===== config.mk =====
export PLATFORM = sky130hd
export DESIGN_NAME = maquina_senha_param
export DESIGN_NICKNAME = d
export VERILOG_FILES = /design/src/rtl/maquina_pkg.sv /design/src/rtl/decodificador_7seg.sv /design/src/rtl/maquina_senha_param.sv
export SDC_FILE = /design/constraint.sdc
export NUM_CORES = 1
export LEC_CHECK = 0
export CAP_MARGIN = 10
export CORE_MARGIN = 4
export CORE_UTILIZATION = 35
export DETAILED_ROUTE_END_ITERATION = 10
export HOLD_SLACK_MARGIN = 0.03
export PLACE_DENSITY = 0.5
export SLEW_MARGIN = 10
export SYNTH_ARGS = -nofsm -noshare
export SYNTH_HDL_FRONTEND = slang
export SYNTH_SLANG_ARGS = --single-unit

===== constraint.sdc =====
create_clock -name clk -period 2.3 [get_ports clk]
set_input_delay 0.23 -clock clk [delete_from_list [all_inputs] [get_ports clk]]
set_output_delay 0.23 -clock clk [all_outputs]
set_load 0.02 [all_outputs]

===== src/rtl/maquina_pkg.sv =====
// Shared definitions for the digit-entry combination lock.
// Holds the FSM state encodings and the 7-segment patterns.
// Segment patterns are packed as {A,B,C,D,E,F,G}, active high.
package maquina_pkg;

    localparam logic [1:0] ST_ENTRY   = 2'd0;
    localparam logic [1:0] ST_OPEN    = 2'd1;
    localparam logic [1:0] ST_LOCKOUT = 2'd2;

    localparam logic [6:0] SEG_0     = 7'b111_1110;
    localparam logic [6:0] SEG_1     = 7'b011_0000;
    localparam logic [6:0] SEG_2     = 7'b110_1101;
    localparam logic [6:0] SEG_3     = 7'b111_1001;
    localparam logic [6:0] SEG_4     = 7'b011_0011;
    localparam logic [6:0] SEG_5     = 7'b101_1011;
    localparam logic [6:0] SEG_6     = 7'b101_1111;
    localparam logic [6:0] SEG_7     = 7'b111_0000;
    localparam logic [6:0] SEG_8     = 7'b111_1111;
    localparam logic [6:0] SEG_9     = 7'b111_1011;
    localparam logic [6:0] SEG_DASH  = 7'b000_0001;
    localparam logic [6:0] SEG_BLANK = 7'b000_0000;

endpackage


===== src/rtl/decodificador_7seg.sv =====
// Combinational BCD to 7-segment decoder with blank and dash overrides.
// Ports:
//   digito_i : BCD digit (10..15 decode to blank)
//   blank_i  : force all segments off (highest priority)
//   dash_i   : show '-' (segment G only)
//   seg_o    : segments {A,B,C,D,E,F,G}, active high
module decodificador_7seg
    import maquina_pkg::*;
(
    input  logic [3:0] digito_i,
    input  logic       blank_i,
    input  logic       dash_i,
    output logic [6:0] seg_o
);

    // Digit lookup with override priority blank > dash > digit.
    always_comb begin
        seg_o = SEG_BLANK;
        if (blank_i) begin
            seg_o = SEG_BLANK;
        end else if (dash_i) begin
            seg_o = SEG_DASH;
        end else begin
            case (digito_i)
                4'd0:    seg_o = SEG_0;
                4'd1:    seg_o = SEG_1;
                4'd2:    seg_o = SEG_2;
                4'd3:    seg_o = SEG_3;
                4'd4:    seg_o = SEG_4;
                4'd5:    seg_o = SEG_5;
                4'd6:    seg_o = SEG_6;
                4'd7:    seg_o = SEG_7;
                4'd8:    seg_o = SEG_8;
                4'd9:    seg_o = SEG_9;
                default: seg_o = SEG_BLANK;
            endcase
        end
    end

endmodule


===== src/rtl/maquina_senha_param.sv =====
// Parametrised digit-entry combination lock.
// Accepts one BCD digit per insere cycle, compares CODE_LEN digits against
// the stored code, opens for a bounded time (during which a new code can be
// programmed) and locks out after MAX_TRIES consecutive wrong codes.
// Ports:
//   clk, reset       : clock, synchronous active-high reset
//   insere, numero   : digit valid strobe and BCD digit (10..15 ignored)
//   programa         : while open, accepted digits program a new code
//   LED              : lock open
//   bloqueado        : lockout active
//   erro             : one-cycle pulse on a wrong complete code
//   A..G             : 7-segment display, active high
// All outputs are registered.
module maquina_senha_param
    import maquina_pkg::*;
#(
    parameter int          CODE_LEN     = 4,
    parameter logic [31:0] DEFAULT_CODE = 32'h0000_5901,
    parameter int          MAX_TRIES    = 3,
    parameter int          OPEN_CYCLES  = 8,
    parameter int          LOCK_CYCLES  = 16
) (
    input  logic       clk,
    input  logic       reset,
    input  logic       insere,
    input  logic [4:1] numero,
    input  logic       programa,
    output logic       LED,
    output logic       bloqueado,
    output logic       erro,
    output logic       A,
    output logic       B,
    output logic       C,
    output logic       D,
    output logic       E,
    output logic       F,
    output logic       G
);

    localparam int IW = $clog2(CODE_LEN);
    localparam int TW = $clog2(((OPEN_CYCLES > LOCK_CYCLES) ? OPEN_CYCLES : LOCK_CYCLES) + 1);
    localparam int CW = 4 * CODE_LEN;

    localparam logic [IW-1:0] LAST_IDX = IW'(CODE_LEN - 1);
    localparam logic [TW-1:0] OPEN_T   = TW'(OPEN_CYCLES);
    localparam logic [TW-1:0] LOCK_T   = TW'(LOCK_CYCLES);
    localparam logic [3:0]    MAX_T    = 4'(MAX_TRIES);

    logic [1:0]    state_q,  state_d;
    logic [IW-1:0] idx_q,    idx_d;
    logic [IW-1:0] pidx_q,   pidx_d;
    logic [3:0]    tries_q,  tries_d;
    logic          mism_q,   mism_d;
    logic [TW-1:0] timer_q,  timer_d;
    logic [CW-1:0] code_q,   code_d;
    logic [CW-1:0] newbuf_q, newbuf_d;
    logic          erro_q,   erro_d;
    logic          led_q,    bloq_q;
    logic [6:0]    seg_q,    seg_d;

    logic          accept_s;
    logic          dig_ne_s;
    logic [3:0]    tries_inc_s;
    logic          disp_load_s;
    logic          disp_blank_s;
    logic          disp_dash_s;
    logic [6:0]    dec_seg_s;

    assign accept_s    = insere && (numero <= 4'd9);
    // {idx,2'b00} is the bit offset of digit idx inside the packed code.
    assign dig_ne_s    = (numero != code_q[{idx_q, 2'b00} +: 4]);
    assign tries_inc_s = (tries_q == 4'hF) ? 4'hF : (tries_q + 4'd1);

    decodificador_7seg u_dec (
        .digito_i (numero),
        .blank_i  (disp_blank_s),
        .dash_i   (disp_dash_s),
        .seg_o    (dec_seg_s)
    );

    // Next-state logic for the lock FSM, counters, code registers and display.
    always_comb begin
        state_d      = state_q;
        idx_d        = idx_q;
        pidx_d       = pidx_q;
        tries_d      = tries_q;
        mism_d       = mism_q;
        timer_d      = timer_q;
        code_d       = code_q;
        newbuf_d     = newbuf_q;
        erro_d       = 1'b0;
        disp_load_s  = 1'b0;
        disp_blank_s = 1'b0;
        disp_dash_s  = 1'b0;
        case (state_q)
            ST_ENTRY: begin
                if (accept_s) begin
                    disp_load_s = 1'b1;
                    if (idx_q == LAST_IDX) begin
                        idx_d  = '0;
                        mism_d = 1'b0;
                        if (!(mism_q || dig_ne_s)) begin
                            state_d = ST_OPEN;
                            tries_d = 4'd0;
                            timer_d = OPEN_T;
                        end else begin
                            erro_d  = 1'b1;
                            tries_d = tries_inc_s;
                            if (tries_inc_s == MAX_T) begin
                                state_d     = ST_LOCKOUT;
                                timer_d     = LOCK_T;
                                disp_dash_s = 1'b1;
                            end else begin
                                state_d = ST_ENTRY;
                            end
                        end
                    end else begin
                        idx_d  = idx_q + 1'b1;
                        mism_d = mism_q | dig_ne_s;
                    end
                end else begin
                    state_d = ST_ENTRY;
                end
            end
            ST_OPEN: begin
                if (accept_s && programa) begin
                    // A programming digit reloads the timer, so it always beats expiry.
                    disp_load_s = 1'b1;
                    timer_d     = OPEN_T;
                    newbuf_d[{pidx_q, 2'b00} +: 4] = numero;
                    if (pidx_q == LAST_IDX) begin
                        code_d       = newbuf_d;
                        pidx_d       = '0;
                        state_d      = ST_ENTRY;
                        timer_d      = '0;
                        disp_blank_s = 1'b1;
                    end else begin
                        pidx_d = pidx_q + 1'b1;
                    end
                end else if (accept_s) begin
                    // Plain digit while open relocks; it is not part of an entry.
                    disp_load_s  = 1'b1;
                    disp_blank_s = 1'b1;
                    pidx_d       = '0;
                    state_d      = ST_ENTRY;
                    timer_d      = '0;
                end else if (timer_q <= TW'(1)) begin
                    disp_load_s  = 1'b1;
                    disp_blank_s = 1'b1;
                    pidx_d       = '0;
                    state_d      = ST_ENTRY;
                    timer_d      = '0;
                end else begin
                    timer_d = timer_q - 1'b1;
                end
            end
            ST_LOCKOUT: begin
                if (timer_q <= TW'(1)) begin
                    disp_load_s  = 1'b1;
                    disp_blank_s = 1'b1;
                    tries_d      = 4'd0;
                    state_d      = ST_ENTRY;
                    timer_d      = '0;
                end else begin
                    timer_d = timer_q - 1'b1;
                end
            end
            default: begin
                state_d      = ST_ENTRY;
                idx_d        = '0;
                pidx_d       = '0;
                mism_d       = 1'b0;
                timer_d      = '0;
                disp_load_s  = 1'b1;
                disp_blank_s = 1'b1;
            end
        endcase
        if (disp_load_s) begin
            seg_d = dec_seg_s;
        end else begin
            seg_d = seg_q;
        end
    end

    // State and output registers; outputs follow the next state.
    always_ff @(posedge clk) begin
        if (reset) begin
            state_q  <= ST_ENTRY;
            idx_q    <= '0;
            pidx_q   <= '0;
            tries_q  <= 4'd0;
            mism_q   <= 1'b0;
            timer_q  <= '0;
            code_q   <= DEFAULT_CODE[CW-1:0];
            newbuf_q <= '0;
            erro_q   <= 1'b0;
            led_q    <= 1'b0;
            bloq_q   <= 1'b0;
            seg_q    <= SEG_BLANK;
        end else begin
            state_q  <= state_d;
            idx_q    <= idx_d;
            pidx_q   <= pidx_d;
            tries_q  <= tries_d;
            mism_q   <= mism_d;
            timer_q  <= timer_d;
            code_q   <= code_d;
            newbuf_q <= newbuf_d;
            erro_q   <= erro_d;
            led_q    <= (state_d == ST_OPEN);
            bloq_q   <= (state_d == ST_LOCKOUT);
            seg_q    <= seg_d;
        end
    end

    assign LED       = led_q;
    assign bloqueado = bloq_q;
    assign erro      = erro_q;
    assign {A, B, C, D, E, F, G} = seg_q;

endmodule


==> results.py <==
metrics = {
    "critical_path": {
        "max_stage_delay_ns": 0.53,
        "critPathArrivalTime_ns": 2.63,
        "worst_ep_required_time_ns": 2.58,
        "critPathSlowestCell": "mux4_2",
        "crit_type": "reg -> reg",
        "crit_buf_inv": 1,
        "end_kind": "flip-flop",
        "r2r_slack_ns": -0.05,
        "cp_top_family": "compound AO/OA/AOI/OAI gates",
        "worstPathMaxFanout": 7,
        "crit_chain": "mux4_2, xor2_2, a2111oi_4, buf_6, or2_4, nor3b_4, a32o_1",
        "startpoint_type": "flip-flop",
    },
    "die": {
        "die_x_um": 102,
        "num_io_pins": 18,
        "start_util_pct": 35.9,
        "core_area_um2": 8680,
        "die_area_um2": 10500,
        "rows": 34,
        "die_h_um": 102,
    },
    "power": {
        "powerDensity_nw_per_um2": 590,
        "leakagePower_nw": 1.48,
        "switching_share_pct": 25.3,
        "p_int_w": 0.00173,
        "combinationalPowerShare_pct": 8.8,
        "seqPwrFrac_pct": 44.2,
        "clock_power_share_pct": 46.9,
        "ir_drop_v": 0.000260,
        "p_sw_w": 0.000586,
    },
    "worst_hold_path": {
        "hp-class": "in -> reg",
    },
    "cts": {
        "clockRootBuffer": "clkbuf_8",
        "cts_buffer_depth": 2,
        "htree_num_levels": 3,
        "clk_latency_ns": 0.35,
        "clock-sinks": 58,
        "cts_tree": "built",
        "cts-buffers-inserted": 9,
        "path_clk_slew_ns": 0.08,
    },
    "timing": {
        "holdWs_ns": 0.220,
        "drv_slew": 0,
        "setup_violations": 6,
        "hold_violations": 0,
        "rsz0062_at_grt": "yes",
        "clock.fmax_mhz": 426,
        "maxSlewHeadroom_pct": 62.5,
        "tightest_slew_ns": 0.562,
        "post-route-period-util_pct": 102,
        "finalClockSkew_ns": 0.00963,
        "fin_crit_ns": 2.35,
        "setup_ws_ns": -0.0501,
    },
    "logic_synthesis": {
        "synth_nets": 379,
        "ys_warn_count": 0,
        "ys_types": 57,
        "synth_edf_count": 0,
        "synthArstFlopShare_pct": 0,
        "yosys.area.top_type_share_pct": 37.3,
        "syn_avg_cell_area_um2": 8.87,
        "synth_seq_cells": 58,
        "synth_area_leader_cell": "dfxtp_1",
        "synthFlopType": "dfxtp_1",
        "synth_seq_area_share_pct": 37.3,
        "yosys-top-cells-area": "dfxtp_1 37%, ha_1 8.0%, a211oi_1 7.0%, nor2_1 5.8%, a21oi_1 5.1%",
        "synth_area_um2": 3110,
        "synthCells": 351,
    },
    "final_layout": {
        "area_growth_pct": 26.0,
        "final_nets": 427,
        "drive_above_1_share_pct": 19.6,
        "fin_cells": 512,
        "num_antenna_cells": 0,
    },
    "drt": {
        "routedWlPerCell_um": 15.6,
        "wl_um": 8010,
        "drc": 0,
        "top_layer_used": "met4",
        "wl_met2_um": 3800,
        "vias": 2700,
        "dr.pass1.iters": 4,
        "dr.first_iter.drc_count": 95,
        "ant_nets": 0,
        "wl_met3_um": 282,
        "routed_via_density": 5.27,
        "drt-met1-wl_um": 3810,
    },
    "placed_design": {
        "dpl.hpwl_um": 5700,
        "gp_congestion": 0.860,
        "io_buffers": 17,
        "place_inst": 494,
    },
    "global_route": {
        "grt_pass1_vias": 2577,
        "grt_antenna_before_repair": 0,
        "grt.overflow.total": 0,
        "grt_start_max_net_pins": 49,
        "grt_usage_pct": 16.4,
        "grt_pass1_wl_um": 13100,
    },
    "status": {
        "violations": "setup timing",
        "run_status": "finished, violations left",
    },
    "job": {
        "max_cap_violations": 0,
    },
}
==> Yosys cell counts (2+ instances only) <==
cell / n
mux2i_1: 8
and3_1: 4
a211o_1: 6
o21ai_0: 8
a32o_1: 5
xor2_1: 2
nand2_1: 18
o211ai_1: 3
nor3_1: 5
clkbuf_1: 15
a211oi_1: 29
o21a_1: 2
nor4_1: 5
xnor2_1: 3
nor2_1: 48
a21o_1: 3
ha_1: 20
a21oi_1: 32
nor3b_1: 3
nor2b_1: 19
inv_1: 14
o31ai_1: 2
mux4_1: 2
dfxtp_1: 58
or4_1: 2
nand3_1: 4
==> cells in the final DEF, fill, tap and decap left out, types with 4 or more instances in the layout <==
| cell type | count |
|---|---|
| dfxtp_1 | 57 |
| nor2_1 | 48 |
| buf_4 | 35 |
| a21oi_1 | 31 |
| a211oi_1 | 29 |
| ha_1 | 20 |
| nor2b_1 | 19 |
| nand2_1 | 18 |
| clkdlybuf4s50_1 | 15 |
| inv_1 | 14 |
| clkbuf_8 | 9 |
| o21ai_0 | 7 |
| a211o_1 | 6 |
| nor3_1 | 5 |
| mux2i_1 | 5 |
| nor4_1 | 5 |
| a32o_1 | 5 |
| and3_1 | 4 |
| nand3_1 | 4 |
==> state kept, by name (all words and copies together), names as in the netlist, 2 cells and up <==
name,flops
idx_q,2
state_q,2
seg_q,7
timer_q,5
code_q,16
newbuf_q,16
pidx_q,2
tries_q,4
==> metal layers <==
layer | global-route usage, % | vias to the layer above
li1 | - | 1381
met1 | 21.0 | 1269
met2 | 27.2 | 40
met3 | 3.55 | 10
met4 | 5.75 | 0
met5 | 0 | -
==> cell type report <==
class | count | area [um2]
flip-flops and latches | 58 | 1160
repair buffers | 54 | 462
clock inverters | 7 | 103
inverters | 14 | 52.6
fillers | 837 | 4750
clock buffers | 9 | 124
well taps | 108 | 135
multi-input cells | 262 | 1880
==> what timing repair did <==
| action | in CTS | in global routing |
|---|---|---|
| hold buffers | 0 | 0 |
| resized for setup | 7 | 8 |
| cloned | 0 | 0 |
| setup endpoints to repair | 15 | 16 |
| buffers inserted | 2 | 0 |
| pin swaps | 8 | 6 |
| endpoints found under the hold margin | 0 | 0 |
==> worst reg2reg max path, delay by kind of cell (launching register included) <==
family	cells	cell delay, ns
AOI/OAI and AO/OA	2	0.59
muxes	1	0.53
and+or+nand+nor	2	0.42
DFF	1	0.39
buffers and inverters	1	0.19
xor gates and xnor gates	1	0.18
==> kinds of logic (layout without fill, tap and decap cells) <==
group,after synthesis,in the layout,synth area share (%)
flip-flops,58,58,37.3
adder cells (fa/ha/maj),20,20,8.04
multiplexers,12,12,5.34
XOR/XNOR,5,5,1.41
AND/OR/NAND/NOR,122,122,20.2
AO/OA/AOI/OAI,103,103,23.7
buffers and inverters,31,84,4.02
==> power by group through the flow <==
stage	sequential [W]	combinational (W)	clock, W
after floorplan	0.00105	0.000104	0
after global placement	0.00105	0.000196	0
after detailed placement	0.00105	0.000197	0
after CTS	0.00103	0.000201	0.00111
after global routing	0.00103	0.000225	0.00115
final	0.00102	0.000204	0.00109
==> per-stage QoR <==
step / TNS (ns) / util (%) / total power (W) / setup slack, ns / area (um2)
3_3_place_gp: -14.37 / 41.8 / 0.00124 / -0.630 / 3630
6_report: -0.225 / 45.2 / 0.00232 / -0.0501 / 3920
5_1_grt: -0.927 / 45.2 / 0.00241 / -0.151 / 3920
2_1_floorplan: -0.130 / - / 0.00116 / -0.0223 / 3130
3_5_place_dp: -14.66 / 41.8 / 0.00125 / -0.664 / 3630
4_1_cts: -0.616 / 44.8 / 0.00234 / -0.107 / 3890
==> worst paths after layout <==
kind | start | to | cells past startpoint
setup / recovery | idx_q[0] | seg_q[6] | 7
hold / removal | reset | LED | 3
setup reg to reg | idx_q[0] | seg_q[6] | 7
hold reg to reg | code_q[0] | code_q[0] | 1
No activity file was read; power rests on OpenSTA's default activity.
